### config.mk
export PLATFORM = sky130hd
export DESIGN_NAME = lcd_refresh_ctrl_flat
export DESIGN_NICKNAME = d
export VERILOG_FILES = /design/src/rtl/lcd_pkg.sv /design/src/rtl/lcd_refresh_ctrl_if.sv /design/src/rtl/lcd_char_buffer.sv /design/src/rtl/lcd_refresh_ctrl.sv /design/src/flat_wrapper.sv
export SDC_FILE = /design/constraint.sdc
export NUM_CORES = 1
export LEC_CHECK = 0
export ABC_CLOCK_PERIOD_IN_PS = 9400
export CORE_AREA = 2 2 151 182
export DETAILED_ROUTE_END_ITERATION = 7
export DIE_AREA = 0 0 153 184
export PLACE_DENSITY = 0.7
export SYNTH_ARGS = -nofsm -noshare
export SYNTH_HDL_FRONTEND = slang
export SYNTH_HIERARCHICAL = 1
export SYNTH_SLANG_ARGS = --single-unit
### constraint.sdc
create_clock -name clk -period 9.4 [get_ports clk]
set_input_delay 2.82 -clock clk [delete_from_list [all_inputs] [get_ports clk]]
set_output_delay 2.82 -clock clk [all_outputs]
set_load 0.05 [all_outputs]
### src/rtl/lcd_pkg.sv
// Shared constants and state encoding for the LCD1602 refresh path.
package lcd_pkg;

    localparam logic [7:0] LCD_CMD_LINE0 = 8'h80;
    localparam logic [7:0] LCD_CMD_LINE1 = 8'hC0;
    localparam logic [7:0] LCD_SPACE     = 8'h20;

    typedef enum logic [1:0] {
        IDLE,
        SEND,
        GAP
    } lcd_state_e;

endpackage

### src/rtl/lcd_refresh_ctrl_if.sv
// Byte-request handshake between the refresh scheduler (master) and the byte-write engine (slave).
interface lcd_refresh_ctrl_if;

    logic       ena_write;
    logic [7:0] data;
    logic       cmd_data;
    logic       done_write;

    modport master (
        output ena_write,
        output data,
        output cmd_data,
        input  done_write
    );

    modport slave (
        input  ena_write,
        input  data,
        input  cmd_data,
        output done_write
    );

endinterface

### src/rtl/lcd_char_buffer.sv
// 2 x COLS character shadow buffer: one write port, one combinational read port.
// Resets and clears to spaces.
module lcd_char_buffer
    import lcd_pkg::*;
#(
    parameter  int COLS = 16,
    localparam int CW   = $clog2(COLS)
) (
    input  logic          clk,
    input  logic          rst,
    input  logic          clear,
    input  logic          we,
    input  logic          we_line,
    input  logic [CW-1:0] we_col,
    input  logic [7:0]    we_char,
    input  logic          rd_line,
    input  logic [CW-1:0] rd_col,
    output logic [7:0]    rd_char
);

    logic [7:0] mem [2][COLS];

    always_ff @(posedge clk or posedge rst) begin
        if (rst) begin
            for (int l = 0; l < 2; l++) begin
                for (int c = 0; c < COLS; c++) begin
                    mem[l][c] <= LCD_SPACE;
                end
            end
        end else if (clear) begin
            for (int l = 0; l < 2; l++) begin
                for (int c = 0; c < COLS; c++) begin
                    mem[l][c] <= LCD_SPACE;
                end
            end
        end else if (we) begin
            mem[we_line][we_col] <= we_char;
        end
    end

    assign rd_char = mem[rd_line][rd_col];

endmodule

### src/rtl/lcd_refresh_ctrl.sv
// Display-refresh scheduler: streams each dirty line to the byte-write engine as one
// DDRAM address command plus COLS data bytes. Define LCD_REFRESH_RR_EN for round-robin line choice.
//
// state | meaning
// IDLE  | waiting for init_done and a dirty line
// SEND  | ena_write high, byte idx held until done_write
// GAP   | one idle cycle between bytes, then next byte or back to IDLE
module lcd_refresh_ctrl
    import lcd_pkg::*;
#(
    parameter  int COLS = 16,
    localparam int CW   = $clog2(COLS),
    localparam int IW   = $clog2(COLS + 2)
) (
    input  logic               clk,
    input  logic               rst,
    input  logic               init_done,
    input  logic               wr_en,
    input  logic               wr_line,
    input  logic [CW-1:0]      wr_col,
    input  logic [7:0]         wr_char,
    input  logic               clear,
    lcd_refresh_ctrl_if.master eng,
    output logic               busy
);

    lcd_state_e    state;
    logic          line;
    logic [IW-1:0] idx;
    logic [1:0]    dirty;
    logic [1:0]    dirty_set;
    logic [1:0]    dirty_clr;
    logic          wr_ok;
    logic          start;
    logic          sel_line;
    logic [CW-1:0] rd_col;
    logic [7:0]    rd_char;

    assign wr_ok = wr_en && !clear && (int'(wr_col) < COLS);
    assign start = (state == IDLE) && init_done && (|dirty);

`ifdef LCD_REFRESH_RR_EN
    logic last_line;
    assign sel_line = (&dirty) ? ~last_line : dirty[1];
`else
    assign sel_line = ~dirty[0];
`endif

    always_comb begin
        dirty_set = '0;
        if (clear) begin
            dirty_set = 2'b11;
        end else if (wr_ok) begin
            dirty_set[wr_line] = 1'b1;
        end
    end

    always_comb begin
        dirty_clr = '0;
        if (start) begin
            dirty_clr[sel_line] = 1'b1;
        end
    end

    // A host write landing on the line being started wins, so that line is refreshed again.
    always_ff @(posedge clk or posedge rst) begin
        if (rst) begin
            dirty <= 2'b11;
        end else begin
            dirty <= (dirty & ~dirty_clr) | dirty_set;
        end
    end

    // idx has already been advanced past the command byte when a character is fetched.
    assign rd_col = CW'(idx - IW'(1));

    lcd_char_buffer #(.COLS(COLS)) u_buf (
        .clk     (clk),
        .rst     (rst),
        .clear   (clear),
        .we      (wr_ok),
        .we_line (wr_line),
        .we_col  (wr_col),
        .we_char (wr_char),
        .rd_line (line),
        .rd_col  (rd_col),
        .rd_char (rd_char)
    );

    always_ff @(posedge clk or posedge rst) begin
        if (rst) begin
            state         <= IDLE;
            line          <= 1'b0;
            idx           <= '0;
            eng.ena_write <= 1'b0;
            eng.data      <= '0;
            eng.cmd_data  <= 1'b0;
            busy          <= 1'b0;
`ifdef LCD_REFRESH_RR_EN
            last_line     <= 1'b1;
`endif
        end else begin
            unique case (state)
                IDLE: begin
                    if (start) begin
                        state         <= SEND;
                        line          <= sel_line;
                        idx           <= '0;
                        eng.ena_write <= 1'b1;
                        eng.data      <= sel_line ? LCD_CMD_LINE1 : LCD_CMD_LINE0;
                        eng.cmd_data  <= 1'b0;
                        busy          <= 1'b1;
                    end
                end
                SEND: begin
                    if (eng.done_write) begin
                        state         <= GAP;
                        idx           <= idx + IW'(1);
                        eng.ena_write <= 1'b0;
                    end
                end
                GAP: begin
                    if (idx <= IW'(COLS)) begin
                        state         <= SEND;
                        eng.ena_write <= 1'b1;
                        eng.data      <= rd_char;
                        eng.cmd_data  <= 1'b1;
                    end else begin
                        state <= IDLE;
                        busy  <= 1'b0;
`ifdef LCD_REFRESH_RR_EN
                        last_line <= line;
`endif
                    end
                end
                default: begin
                    state         <= IDLE;
                    eng.ena_write <= 1'b0;
                    busy          <= 1'b0;
                end
            endcase
        end
    end

endmodule

### src/flat_wrapper.sv
// flat-port wrapper written by rule: the top's interface ports become plain ports
module lcd_refresh_ctrl_flat import lcd_pkg::*;
#(
    parameter  int COLS = 16,
    localparam int CW   = $clog2(COLS),
    localparam int IW   = $clog2(COLS + 2)
)
  (clk, rst, init_done, wr_en, wr_line, wr_col, wr_char, clear, busy, eng_ena_write, eng_data, eng_cmd_data, eng_done_write);
  lcd_refresh_ctrl_if eng_i ();
  input  logic clk;
  input  logic rst;
  input  logic init_done;
  input  logic wr_en;
  input  logic wr_line;
  input  logic [CW-1:0] wr_col;
  input  logic [7:0] wr_char;
  input  logic clear;
  output logic busy;
  output wire logic [$bits(eng_i.ena_write)-1:0] eng_ena_write;
  output wire logic [$bits(eng_i.data)-1:0] eng_data;
  output wire logic [$bits(eng_i.cmd_data)-1:0] eng_cmd_data;
  input wire logic [$bits(eng_i.done_write)-1:0] eng_done_write;
  assign eng_ena_write = eng_i.ena_write;
  assign eng_data = eng_i.data;
  assign eng_cmd_data = eng_i.cmd_data;
  assign eng_i.done_write = eng_done_write;
  lcd_refresh_ctrl #(.COLS(COLS)) u_core (.clk(clk), .rst(rst), .init_done(init_done), .wr_en(wr_en), .wr_line(wr_line), .wr_col(wr_col), .wr_char(wr_char), .clear(clear), .eng(eng_i), .busy(busy));
endmodule
==> results.toml <==
[yosys]
syn_area_mm2 = 0.0143
yosys_warnings = 6
syn_inst = 1428
synth_area_per_cell_um2 = 9.99
synth_nets = 1449
ys_seq_area_share_pct = 48.9
ys_ff_latch = 277
synth_cell_types = 44

[route]
first_pass_iters = 5
drtIter0Drc = 1574
vias_per_cell = 6.91
ant_nets = 0
vias = 11700
drc = 0
finalWirelength_um = 40700
wl_per_cell_um = 24.0

[global_route]
grt_busiest_layer = "met2"
overflow = 0
use_met3_pct = 4.20
met1_usage_pct = 40.1
grt_pass1_wl_um = 65100
grt_usage_pct = 28.9
antenna_found_initial = 0
grt_pass1_vias = 11500
grtUsageMet2_pct = 47.0
grt_max_degree = 177

[sta]
post-route-min-period_ps = 5920
fin_ws_ps = 3480
finalHoldViolations = 0
whs_ps = 502
tns_ps = 0
drv_slew = 0
slew_headroom_pct = 12.7
fmax_mhz = 169
worstMarginPinSlew_ps = 1300
finalSetupViolations = 0
rsz0062_at_grt = "false"
fin_worst_skew_ps = 8.20
period_share_pct = 62.9

[hold_path]
hold_class = "flop to flop"

[place]
post-place-ws_ps = 3050
placed_area_mm2 = 0.0146
dp_hpwl_um = 22100
gp_congestion = 0.801
port-buffer-count = 29

[power_and_ir_drop]
clockPowerShare_pct = 36.2
cellLeakagePower_nw = 5.91
power_frac_seq_pct = 39.7
p_int_mw = 2.17
power_switching_mw = 0.983
powerDensity_mw_per_mm2 = 203
ir_worst_vdd_mv = 0.185
p_total_mw = 3.15
p_sw_share_pct = 31.2
comb_power_share_pct = 24.1

[critical_path]
critical_path_required_ps = 9780
endpoint_kind = "flop"
path_class = "input pin to flop"
worstSetupStartpointType = "input pin"
cp_data_arrival_time_ps = 6300
cp_max_fo = 32

[clock_tree]
root_buffer = "clkbuf_16"
clock_path_buffers = 3
clkTransAtPathRegs_ps = 60
post_cts_buffers = 0
numCtsBuffers = 28
ctsHoldBuffers = 0
ctsHtreeMaxLevel = 1
cts_resized = 0
clock_latency_ps = 540
cts_tree = "built"
clock-sinks = 277

[floorplan]
fp.dieW_um = 153
coreArea_mm2 = 0.0263
die-height_um = 184
pin_count = 30
placementRows = 65
initial_core_util_pct = 54.3
die_area_mm2 = 0.0282

[finish]
drive_gt1_share_pct = 17.0
finalInstanceArea_mm2 = 0.0155
mostFrequentLayoutCells = "nand3_1, o21ai_0, dfrtp_1"
diodes = 0
nNetsFinal = 1357
nFillCells = 2156
area_growth_pct = 8.96

[outcome]
status = "finished, final reports clean"

[run]
maxCapViolCount = 0
[layout make-up]
class                   count  area, um2  share of cell area, %
repair buffers             66        577                   3.71
clock inverters             9       95.1                  0.612
flip-flops and latches    277       6970                   44.9
well taps                 335        419                   2.70
inverters                  14       58.8                  0.378
multi-input cells         949       6570                   42.3
clock buffers              43        848                   5.46
[metrics by stage]
stage / cells / utilization [%]
3_3_place_gp: 1641 / 55.6
2_1_floorplan: 1428 / -
3_5_place_dp: 1641 / 55.6
6_report: 1693 / 59.2
4_1_cts: 1693 / 59.2
5_1_grt: 1693 / 59.2
[power groups by stage]
stage | Sequential (mW) | Clock, mW | Combinational [mW]
after CTS | 1.25 | 1.15 | 0.759
after floorplan | 1.30 | 0 | 0.527
after global routing | 1.25 | 1.20 | 0.800
final | 1.25 | 1.14 | 0.759
after global placement | 1.27 | 0 | 0.753
after detailed placement | 1.27 | 0 | 0.756
[Yosys cell counts]
library cell	number	area, um2
nor4bb_1	3	30.0
nand4bb_1	3	33.8
inv_2	1	3.75
o21ai_0	258	1290
a32o_1	1	10.0
and4_1	1	8.76
o22a_1	1	8.76
nor2b_1	7	43.8
buf_2	2	10.0
o21ai_1	4	20.0
mux4_2	80	1800
inv_1	13	48.8
and2_1	2	12.5
dfstp_2	34	893
ha_1	2	25.0
buf_4	6	45.0
nand4_1	3	18.8
o211ai_1	1	7.51
nor2_1	7	26.3
buf_6	2	22.5
nor3_1	1	5.00
dfrtp_1	243	6080
or2_2	2	12.5
a21o_1	1	7.51
a21oi_1	229	1150
mux2_2	8	90.1
a21boi_4	1	18.8
xor2_1	4	35.0
o211a_2	1	10.0
a221o_1	1	10.0
nor2_4	1	11.3
nand2b_1	5	31.3
nand4b_1	3	26.3
or4b_2	1	10.0
mux2_4	2	30.0
mux2i_1	7	70.1
nand3_1	258	1290
and4b_1	3	30.0
nand2_1	14	52.6
nor4b_2	1	15.0
clkbuf_1	165	619
nand3b_1	32	240
or3b_4	1	11.3
buf_1	13	48.8
[registers in the layout, indices dropped and copies added (netlist names)]
| register | count |
|---|---|
| u_core/line | 1 |
| u_core/busy | 1 |
| u_core/eng.cmd_data | 1 |
| u_core/idx | 5 |
| u_core/dirty | 2 |
| u_core/state | 2 |
| u_core/eng.data | 8 |
| u_core/eng.ena_write | 1 |
| u_core/u_buf/mem | 256 |
[path summary, 6_finish.rpt]
kind	from	end	slack [ps]	depth (start not counted)
max reg2reg	u_core/idx[0]$_DFFE_PP0P_	u_core/eng.data[7]$_DFFE_PP0P_	5120	9
min in group asynchronous	rst	u_core/u_buf/mem[242]$_DFFE_PP0P_	2790	2
max	wr_en	u_core/u_buf/mem[25]$_DFFE_PP0P_	3480	5
max in group asynchronous	rst	u_core/u_buf/mem[68]$_DFFE_PP0P_	5220	3
min	u_core/dirty[1]$_DFF_PP1_	u_core/dirty[1]$_DFF_PP1_	500	2
min reg2reg	u_core/dirty[1]$_DFF_PP1_	u_core/dirty[1]$_DFF_PP1_	500	2
[cells by family after synthesis]
logic type      synth area share [%]
compound gates                  17.7
simple gates                    13.4
flops                           48.9
buf+inv                         5.60
mux                             14.0
xor+xnor                       0.246
fa+ha+maj                      0.175
[per-layer routing]
metal,routed length [um],vias to the layer above
li1,-,5043
met1,16100,5927
met2,19700,616
met3,3470,118
met4,1430,0
met5,0,-
[worst max-delay path, stage by stage]
cell,delay (ps)
clkdlybuf4s50_1,540
nor2b_1,960
nand4_1,1220
o21ai_0,620
a21oi_1,120
No activity file was read; power rests on OpenSTA's default activity.
